File: src/rtl/invert_frame_arbiter.sv
// Round-robin frame arbiter sharing one sign-conditional two's-complement
// negation datapath between two sample requesters. An owner holds the
// datapath for a full frame of FRAME accepted samples; results leave on a
// registered stream tagged with source index and end-of-frame.
module invert_frame_arbiter #(
    parameter int unsigned W     = 32,
    parameter int unsigned FRAME = 1024,
    parameter int unsigned CW    = 10
) (
    input  logic         iClk,
    input  logic         iRst,
    input  logic [1:0]   iReq,
    input  logic [1:0]   iSign,
    input  logic [1:0]   iValid,
    input  logic [W-1:0] iData0,
    input  logic [W-1:0] iData1,
    output logic [1:0]   oGrant,
    output logic [1:0]   oReady,
    output logic         oValid,
    output logic [W-1:0] oData,
    output logic         oSrc,
    output logic         oLast,
    output logic         oBusy
);

    typedef enum logic [1:0] {
        StIdle,
        StStream,
        StDrain
    } state_e;

    state_e         state_q;
    logic [CW-1:0]  cnt_q;
    logic           last_served_q;
    logic           sign_q;
    logic           owner_q;
    logic [1:0]     grant_q;
    logic [1:0]     ready_q;
    logic           valid_q;
    logic [W-1:0]   data_q;
    logic           src_q;
    logic           last_q;
    logic           busy_q;

    logic           pick_d;
    logic [W-1:0]   sel_data;
    logic           accept;
    logic [W-1:0]   proc_d;
    logic           frame_end;

    // Arbitration winner, owner sample mux and the shared negation datapath.
    always_comb begin
        pick_d = 1'b0;
        if (iReq == 2'b11) begin
            // Tie goes to whoever was not served last.
            pick_d = ~last_served_q;
        end else begin
            pick_d = iReq[1] & ~iReq[0];
        end
        sel_data  = owner_q ? iData1 : iData0;
        accept    = (state_q == StStream) && iValid[owner_q];
        proc_d    = sign_q ? (~sel_data + W'(1)) : sel_data;
        frame_end = (cnt_q == CW'(FRAME - 1));
    end

    // Frame FSM with all outputs registered; reset wins over any request.
    always_ff @(posedge iClk) begin
        if (iRst) begin
            state_q       <= StIdle;
            cnt_q         <= '0;
            last_served_q <= 1'b1;
            sign_q        <= 1'b0;
            owner_q       <= 1'b0;
            grant_q       <= 2'b00;
            ready_q       <= 2'b00;
            valid_q       <= 1'b0;
            data_q        <= '0;
            src_q         <= 1'b0;
            last_q        <= 1'b0;
            busy_q        <= 1'b0;
        end else begin
            valid_q <= 1'b0;
            last_q  <= 1'b0;
            unique case (state_q)
                StIdle: begin
                    if (|iReq) begin
                        owner_q       <= pick_d;
                        last_served_q <= pick_d;
                        sign_q        <= iSign[pick_d];
                        cnt_q         <= '0;
                        grant_q       <= pick_d ? 2'b10 : 2'b01;
                        ready_q       <= pick_d ? 2'b10 : 2'b01;
                        busy_q        <= 1'b1;
                        state_q       <= StStream;
                    end
                end
                StStream: begin
                    if (accept) begin
                        valid_q <= 1'b1;
                        data_q  <= proc_d;
                        src_q   <= owner_q;
                        cnt_q   <= cnt_q + CW'(1);
                        if (frame_end) begin
                            last_q  <= 1'b1;
                            cnt_q   <= '0;
                            grant_q <= 2'b00;
                            ready_q <= 2'b00;
                            state_q <= StDrain;
                        end
                    end
                end
                StDrain: begin
                    busy_q  <= 1'b0;
                    state_q <= StIdle;
                end
                default: begin
                    state_q <= StIdle;
                end
            endcase
        end
    end

    assign oGrant = grant_q;
    assign oReady = ready_q;
    assign oValid = valid_q;
    assign oData  = data_q;
    assign oSrc   = src_q;
    assign oLast  = last_q;
    assign oBusy  = busy_q;

endmodule

File: config.mk
export PLATFORM = sky130hd
export DESIGN_NAME = invert_frame_arbiter
export DESIGN_NICKNAME = d
export VERILOG_FILES = /design/src/rtl/invert_frame_arbiter.sv
export SDC_FILE = /design/constraint.sdc
export NUM_CORES = 1
export LEC_CHECK = 0
export ABC_CLOCK_PERIOD_IN_PS = 11300
export BUFFER_PORTS_ARGS = -buffer_cell sky130_fd_sc_hd__buf_2
export CAP_MARGIN = 0
export CORE_MARGIN = 5
export CORE_UTILIZATION = 55
export DETAILED_ROUTE_END_ITERATION = 7
export HOLD_SLACK_MARGIN = 0.02
export PLACE_DENSITY = 0.82
export SYNTH_ARGS = -nofsm -noshare
export SYNTH_HDL_FRONTEND = slang
export SYNTH_SLANG_ARGS = --single-unit
File: constraint.sdc
create_clock -name iClk -period 11.3 [get_ports iClk]
set_input_delay 2.26 -clock iClk [delete_from_list [all_inputs] [get_ports iClk]]
set_output_delay 2.26 -clock iClk [all_outputs]
set_load 0.05 [all_outputs]
==> metrics.txt, run 1 <==
Synth cell types=59; clock latency on the worst-skew pair=0.31 ns; cts repair resizes=0; Port Buffers=111; Starting Density=57.1%; n_diodes=0; YS warnings=0; CP max stage delay=0.64 ns; CP Class=in2reg; Max transition margin=23.2%; CTS tree=done; I/O pins=112; Slowest-stage cell, CP=o41ai_2; reg2reg start=owner_q; cts hold-fix bufs=0; register area share after synthesis=31.2%; most instantiated cells after synthesis=dfxtp_1, nand2_1, nor2_1, a21oi_1, mux2i_1; CP max FO=6; routed len/inst=15.6 um; CTS buffer count=5; most frequent cell after synthesis=dfxtp_1; Final period util=40.3%; First DRT Iteration DRCs=167; pre-CTS WS=6.54 ns; Worst EP arrival=4.79 ns; Syn Area/Cell=8.10 sq um; die height=88.6 um; highest clock rate=0.220 GHz; Sink Count=53; Layout area overhead=18.2%; ANT nets after route=0; post-route setup TNS=0 ns; Startpoint Class=input pin; area leader, netlist=dfxtp_1; Mapped Area=3400 sq um; NumNets Final=587; Clock Tree Buf Depth=2; HP Class=reg2reg; crit path time final=4.55 ns; worst path cell trace=buf_2, mux2i_1, ha_1, nor4b_1, o22ai_1, o41ai_2, o21ai_0, xor2_1, a211oi_1; count of flip-flops with a built-in enable after synthesis=0; Clk pin slew, worst setup/hold paths=0.11 ns; P_leak=0.00158 uW; residual DRC count=0; gpl congestion=0.930; pwr/cell area=128 nW/um^2; first-pass GRT wire length=14700 um; Critical Path RT=11.53 ns; fraction of layout instances using a drive strength above 1=27.8%; largest net degree at the start of global routing=69; Die Wd=88.6 um; Fin Clk Skew=0.00563 ns; Total Wirelength=9180 um; DP HPWL=6970 um; vias in the first global route=3364; slew at the pin closest to its max-slew limit=1.15 ns; Final setup viols=0; drt first pass iters=4; synthesized netlist cell count=420; top cells by area, synth=dfxtp_1, mux2i_1, xor2_1; setup bufs post-CTS=0; min-delay src=oData[13]; Hold Worst Slack=0.462 ns; via count=3473; row cnt=28; GR Util All Layers=23.3%; top_reg_cell synth=dfxtp_1; Slew Viols, Final=0; die footprint=7860 sq um; max-cap violations=0; Final Hold Vio Count=0; Clock Tree Root=clkbuf_8; initial antenna violation count=0; Critical Path Start=iData1[0]; Synth Register Bits=53; Core Area=5960 sq um; Worst Setup Slack, final=6.75 ns; Syn Nets=494; status=finished, final reports clean; nature of the critical path endpoint=flip-flop; grt total ovfl=0; VDD IR max=61.0 uV; Yosys top cell area share=31.2%; unrepaired setup endpoints after global routing=false; Async SR Flop Fraction=0%; H-tree Lvls=2; drt via density=5.90
==> state kept, by name (all words and copies together), names as in the netlist <==
register,flops
oLast,1
last_served_q,1
cnt_q,10
oSrc,1
oBusy,1
sign_q,1
owner_q,1
state_q,2
oValid,1
oReady,2
oData,32
==> metal layers <==
layer / vias up / track usage (%) / share of wire, %
li1: 1714 / - / -
met1: 1632 / 28.4 / 43
met2: 107 / 39.9 / 48
met3: 20 / 5.31 / 7.6
met4: 0 / 8.38 / 1.8
met5: - / 0 / 0
==> placed cells by master, fill, tap and decap left out, drive strengths merged, types with 5 or more instances in the layout <==
master  count
nor3b       8
or3         5
and2        5
a21oi      31
o31ai       5
or4         5
inv         5
dfxtp      53
clkbuf      5
nor2       41
mux2i      30
nor4        5
o21ai      18
nor3       20
nand2      44
xnor2      10
o22ai       7
mux2        6
buf       113
xor2       21
nand3       7
nor4b       5
a211oi     13
==> metrics by stage <==
stage          cell area, sq um  util [%]  power (uW)  std cells
2_1_floorplan              3400         -         356        420
5_1_grt                    4020      67.5         538        589
4_1_cts                    4020      67.5         514        589
3_5_place_dp               3930      65.9         403        581
6_report                   4020      67.5         514        589
3_3_place_gp               3930      65.9         399        581
==> final timing paths <==
| check | slack, ns | end | cells past startpoint |
|---|---|---|---|
| hold reg to reg | 0.46 | oData[13] | 2 |
| setup reg to reg | 8.06 | oData[27] | 7 |
| hold / removal | 0.46 | oData[13] | 2 |
| setup / recovery | 6.75 | oData[28] | 9 |
==> logic make-up after synthesis <==
group	after synthesis	synth area share [%]
simple gates	167	25.8
compound gates	99	18.7
flops	53	31.2
mux	36	10.8
buf+inv	32	4.78
xor+xnor	31	7.98
fa+ha+maj	2	0.735
==> cell type report <==
cell class                 count  area, sq um
inverter                       5         18.8
clock buffer                   5         68.8
sequential                    53         1060
clock inverter                 3         26.3
multi-input combinational    335         2180
timing repair buffer         113          571
fill                         533         1930
tap                           75         93.8
==> critical path: cells and delay by family <==
family / cells / cell delay [ns]
buffers and inverters: 1 / 0.11
and+or+nand+nor: 1 / 0.40
muxes: 1 / 0.23
xor gates and xnor gates: 1 / 0.20
adders and majority gates: 1 / 0.24
AOI/OAI and AO/OA: 4 / 1.33
==> where the power goes <==
part	switching [uW]	internal [uW]	leakage, uW	total, uW
Combinational	122	61.8	0.00111	184
Clock	69.1	45.2	0.0000423	114
Sequential	13.3	202	0.000433	215
Total	205	309	0.00158	514
Note: power is estimated with default switching activity, not from simulation.
==> run 2, diff against run 1 <==
==> config.mk (replaced) <==
export PLATFORM = sky130hd
export DESIGN_NAME = invert_frame_arbiter
export DESIGN_NICKNAME = d
export VERILOG_FILES = /design/src/rtl/invert_frame_arbiter.sv
export SDC_FILE = /design/constraint.sdc
export NUM_CORES = 1
export LEC_CHECK = 0
export ABC_CLOCK_PERIOD_IN_PS = 4700
export BUFFER_PORTS_ARGS = -buffer_cell sky130_fd_sc_hd__buf_2
export CAP_MARGIN = 0
export CORE_MARGIN = 5
export CORE_UTILIZATION = 51
export DETAILED_ROUTE_END_ITERATION = 7
export HOLD_SLACK_MARGIN = 0.02
export PLACE_DENSITY = 0.76
export SYNTH_ARGS = -nofsm -noshare
export SYNTH_HDL_FRONTEND = slang
export SYNTH_SLANG_ARGS = --single-unit
==> constraint.sdc (replaced) <==
create_clock -name iClk -period 4.7 [get_ports iClk]
set_input_delay 0.94 -clock iClk [delete_from_list [all_inputs] [get_ports iClk]]
set_output_delay 0.94 -clock iClk [all_outputs]
set_load 0.05 [all_outputs]
==> run 2 against run 1 <==
Effect of this change: largest cell class unchanged; combinational power grew 140%; final cell count grew 0.51%; register-to-register slack lost 6.8 ns; sequential power grew 140%; clock-buffer cell count is the same; largest power group unchanged; sequential share of layout area shrank 0.066 points; global-route usage shrank 1.3 points; cell area grew 0.25%; first-iteration DRC count shrank 4.2%.
==> metrics.txt, run 2 (synthesis gave the netlist of run 1 again) <==
Starting Density=53.0% (-4.2 points); P_leak=0.00159 uW (+0.33%); Worst EP arrival=3.64 ns (-1.15 ns); crit path time final=3.42 ns; Layout fillers=594 (+11%); via count=3421 (-1.5%); Critical Path RT=4.92 ns (-6.61 ns); gpl congestion=0.912 (-1.9%); Final setup viols=0 (unchanged); row cnt=29 (+3.6%); vias in the first global route=3308 (-1.7%); VDD IR max=162 uV (+170%); family with the most delay on the worst path=compound AO/OA/AOI/OAI gates; worst path cell trace=mux2i_1, ha_1, nor4b_1, o22ai_1, o41ai_2, o21ai_0, xor2_1, a211oi_1; routed len/inst=15.9 um (+2.0%); clock latency on the worst-skew pair=0.31 ns (about the same); Slew Viols, Final=0 (unchanged); die height=91.7 um (+3.4%); status=finished, final reports clean; first-pass GRT wire length=15300 um (+4.3%); drt first pass iters=5 (+1); setup bufs post-CTS=0 (unchanged); Buf/Inv on CP=0 (-1); pwr/cell area=308 nW/um^2 (+140%); nature of the critical path endpoint=flip-flop; max-cap violations=0 (unchanged); CP max FO=32 (+26); highest clock rate=0.293 GHz; Clock Tree Buf Depth=2 (unchanged); I/O pins=112 (unchanged); CTS buffer count=5 (unchanged); fraction of layout instances using a drive strength above 1=28.0% (+0.14 points); residual DRC count=0 (unchanged); Total Wirelength=9410 um (+2.5%); DP HPWL=7160 um (+2.7%); HP Class=reg2reg; initial antenna violation count=0 (unchanged); grt total ovfl=0 (unchanged); cts hold-fix bufs=0 (unchanged); register area=1060 sq um (unchanged); H-tree Lvls=2 (unchanged); Core Area=6420 sq um (+7.8%); commonest non-fill, non-tap cell in the layout=buf_2; Final Hold Vio Count=0 (unchanged); Clock Tree Root=clkbuf_8; commonest cells after routing, fill and taps aside=buf_2, dfxtp_1, nand2_1, nor2_1, a21oi_1; slew at the pin closest to its max-slew limit=1.08 ns (-0.0731 ns); largest net degree at the start of global routing=44 (-36%); Final period util=72.7%; Multi-input gate area=2180 sq um (unchanged); drt via density=5.78 (-2.0%); Fin Clk Skew=0.00931 ns (+0.00368 ns); cts repair resizes=0 (unchanged); GR Util All Layers=22.0% (-1.3 points); ANT nets after route=0 (unchanged); First DRT Iteration DRCs=160 (-4.2%); Startpoint Class=flip-flop; n_diodes=0 (unchanged); max reg flops=32 (unchanged); design area=4030 sq um (+0.25%); CP max stage delay=0.82 ns (+0.18 ns); post-route setup TNS=0 ns (unchanged); NumNets Final=588 (+0.17%); DP Area=3940 sq um (+0.25%); CP Class=reg2reg; die footprint=8400 sq um (+7.0%); Max transition margin=28.1% (+4.9 points); Port Buffers=111 (unchanged); unrepaired setup endpoints after global routing=false; Layout area overhead=18.5%; CTS tree=done; Slowest-stage cell, CP=dfxtp_2; Clk pin slew, worst setup/hold paths=0.11 ns (about the same); Sink Count=53 (unchanged); Die Wd=91.7 um (+3.4%)
run 2: cell types whose count changed in the layout (fill, tap and decap cells not counted):
cell / previous run / this run
buf_4: 2 / 3
run 2: path summary, 6_finish.rpt:
check	start	depth (start not counted)	to	slack, ns
max	owner_q	8	oData[28]	1.28
min	oData[29]	2	oData[29]	0.45
max reg2reg	owner_q	8	oData[28]	1.28
min reg2reg	oData[29]	2	oData[29]	0.45
run 2: per-layer routing:
metal | global-route usage (%) | routed length, um | share of wire (%)
met1 | 29.1 | 4180 | 44
met2 | 36.5 | 4390 | 47
met3 | 4.26 | 706 | 7.5
met4 | 6.16 | 140 | 1.5
met5 | 0 | 0 | 0
run 2: final cells by class:
cell class,count,area share (%)
multi-input cells,335,54.1
flip-flops and latches,53,26.4
repair buffers,114,14.3
well taps,77,2.39
clock buffers,5,1.71
clock inverters,3,0.652
inverters,5,0.466
run 2: power breakdown:
part | internal (uW) | switching, uW
combinational | 149 | 300
clock | 109 | 170
sequential | 485 | 28.1
run 2: stage by stage:
step / util (%) / setup WS, ns / power [uW] / hold slack (ns) / cells
after floorplan: - / 1.02 / 856 / 0.437 / 420
after global placement: 61.3 / 1.36 / 966 / 0.430 / 584
after detailed placement: 61.3 / 1.22 / 973 / 0.440 / 584
after CTS: 62.8 / 1.32 / 1250 / 0.461 / 592
after global routing: 62.8 / 0.999 / 1310 / 0.483 / 592
final: 62.8 / 1.28 / 1240 / 0.454 / 592
run 2: worst reg2reg max path: cells and delay by family, from the launching register on:
family | cells | cell delay (ns)
AO/OA/AOI/OAI | 4 | 1.37
XOR/XNOR | 1 | 0.20
adder cells (fa/ha/maj) | 1 | 0.23
flip-flops | 1 | 0.82
multiplexers | 1 | 0.35
AND/OR/NAND/NOR | 1 | 0.35
==> run 3, diff against run 2 <==
==> config.mk (replaced) <==
export PLATFORM = sky130hd
export DESIGN_NAME = invert_frame_arbiter
export DESIGN_NICKNAME = d
export VERILOG_FILES = /design/src/rtl/invert_frame_arbiter.sv
export SDC_FILE = /design/constraint.sdc
export NUM_CORES = 1
export LEC_CHECK = 0
export ABC_CLOCK_PERIOD_IN_PS = 2900
export BUFFER_PORTS_ARGS = -buffer_cell sky130_fd_sc_hd__buf_2
export CAP_MARGIN = 0
export CORE_MARGIN = 5
export CORE_UTILIZATION = 46
export DETAILED_ROUTE_END_ITERATION = 7
export HOLD_SLACK_MARGIN = 0.02
export PLACE_DENSITY = 0.73
export SYNTH_ARGS = -nofsm -noshare
export SYNTH_HDL_FRONTEND = slang
export SYNTH_SLANG_ARGS = --single-unit
==> constraint.sdc (replaced) <==
create_clock -name iClk -period 2.9 [get_ports iClk]
set_input_delay 0.58 -clock iClk [delete_from_list [all_inputs] [get_ports iClk]]
set_output_delay 0.58 -clock iClk [all_outputs]
set_load 0.05 [all_outputs]
==> run 3 against run 2 <==
Effect of this change: die area grew 9.7%; critical path depth is the same; clock-buffer cell count grew 1; critical endpoint is now oData[27]; sequential power grew 60%.
==> metrics.txt, run 3 (synthesis gave the netlist of run 1 again) <==
status=finished, final reports clean; pwr/cell area=479 nW/um^2 (+56%); Total Wirelength=9610 um (+2.1%); commonest non-fill, non-tap cell in the layout=buf_2; Final period util=95.4% (+23 points); fraction of layout instances using a drive strength above 1=30.0% (+2.0 points); P_leak=0.00166 uW (+4.6%); Startpoint Class=flip-flop; clock latency on the worst-skew pair=0.31 ns (about the same); H-tree Lvls=2 (unchanged); Starting Density=47.2% (-5.8 points); residual DRC count=0 (unchanged); Worst EP arrival=3.01 ns (-0.63 ns); CP max FO=35 (+9.4%); setup bufs post-CTS=0 (unchanged); vias in the first global route=3341 (+1.0%); Clock Tree Root=clkbuf_8; grt total ovfl=0 (unchanged); row cnt=31 (+6.9%); nature of the critical path endpoint=flip-flop; die footprint=9220 sq um (+9.7%); drt first pass iters=4 (-1); First DRT Iteration DRCs=163 (+1.9%); crit path time final=2.77 ns (-0.648 ns); unrepaired setup endpoints after global routing=false; commonest cells after routing, fill and taps aside=buf_2, dfxtp_1, nand2_1, nor2_1, a21oi_1; Fin Clk Skew=0.00834 ns (-0.000966 ns); Critical Path RT=3.14 ns (-1.78 ns); VDD IR max=266 uV (+64%); routed len/inst=15.4 um (-3.0%); CTS buffer count=5 (unchanged); Die Wd=96 um (+4.7%); Hold Worst Slack=0.456 ns (+0.00237 ns); GR Util All Layers=21.0% (-0.98 points); pre-CTS WS=0.199 ns (-1.02 ns); cts hold-fix bufs=0 (unchanged); largest net degree at the start of global routing=43 (-2.3%); I/O pins=112 (unchanged); max reg flops=32 (unchanged); Final setup viols=0 (unchanged); gpl congestion=0.883 (-3.2%); worst path cell trace=buf_12, buf_4, inv_1, o31ai_1, nand2_2, a211o_1, or4_1, o211ai_1; Slowest-stage cell, CP=o31ai_1; max-cap violations=0 (unchanged); Layout fillers=676 (+14%); highest clock rate=0.361 GHz (+23%); initial antenna violation count=0 (unchanged); cts repair resizes=0 (unchanged); CP max stage delay=0.71 ns (-0.11 ns); Sink Count=53 (unchanged); Port Buffers=111 (unchanged); Slew Viols, Final=0 (unchanged); NumNets Final=597 (+1.5%); HP Class=reg2reg; Clk pin slew, worst setup/hold paths=0.10 ns (about the same); slew at the pin closest to its max-slew limit=0.812 ns (-0.267 ns); drt via density=5.50 (-4.9%); Worst Setup Slack, final=0.132 ns (-1.15 ns); Layout area overhead=23.3%; ANT nets after route=0 (unchanged); via count=3424 (+0.088%); Clock Tree Buf Depth=2 (unchanged); n_diodes=0 (unchanged); DP HPWL=7510 um (+4.8%); die height=96 um (+4.7%); CP Class=reg2reg; first-pass GRT wire length=15300 um (-0.36%); Max transition margin=45.4% (+17 points); Final Hold Vio Count=0 (unchanged); CTS tree=done; Core Area=7210 sq um (+12%)
[run 3: worst paths after layout]
| kind | depth (start not counted) | start | to | slack [ns] |
|---|---|---|---|---|
| setup reg to reg | 8 | owner_q | oData[27] | 0.13 |
| setup / recovery | 8 | owner_q | oData[27] | 0.13 |
| hold reg to reg | 2 | oData[8] | oData[8] | 0.46 |
| hold / removal | 2 | oData[8] | oData[8] | 0.46 |
[run 3: report_power, final]
| part | internal, uW | total, uW | switching [uW] |
|---|---|---|---|
| logic | 262 | 772 | 510 |
| registers | 787 | 823 | 36.6 |
| clock network | 171 | 416 | 246 |
| total | 1220 | 2010 | 793 |
[run 3: through the flow]
stage / utilization, % / power, uW / setup TNS (ns) / area [sq um] / instances
final: 58.2 / 2010 / 0 / 4200 / 623
after global routing: 58.2 / 2130 / 0 / 4200 / 623
after CTS: 58.2 / 2020 / 0 / 4200 / 623
after detailed placement: 56.9 / 1610 / 0 / 4110 / 615
after global placement: 56.9 / 1600 / 0 / 4110 / 615
after floorplan: - / 1410 / -0.135 / 3500 / 420
[run 3: critical path: cells and delay by family, from the launching register on]
kind / cells / cell delay (ns)
buf+inv: 3 / 0.52
compound gates: 3 / 1.09
flops: 1 / 0.49
simple gates: 2 / 0.59
[run 3: per-layer routing]
metal	wire (um)	track usage, %	vias to the layer above	share of wire, %
met1	4210	26.9	1572	44
li1	-	-	1734	-
met2	4480	34.9	103	47
met3	761	5.55	15	7.9
met4	158	5.33	0	1.6
met5	0	0	-	0
[run 3: area by class of cell]
| cell class | count | area [sq um] | share of cell area [%] |
|---|---|---|---|
| Clock buffer | 6 | 72.6 | 1.73 |
| Clock inverter | 2 | 15.0 | 0.358 |
| Inverter | 5 | 18.8 | 0.447 |
| Multi-Input combinational cell | 335 | 2240 | 53.5 |
| Sequential cell | 53 | 1060 | 25.3 |
| Tap cell | 99 | 124 | 2.95 |
| Timing Repair Buffer | 123 | 658 | 15.7 |
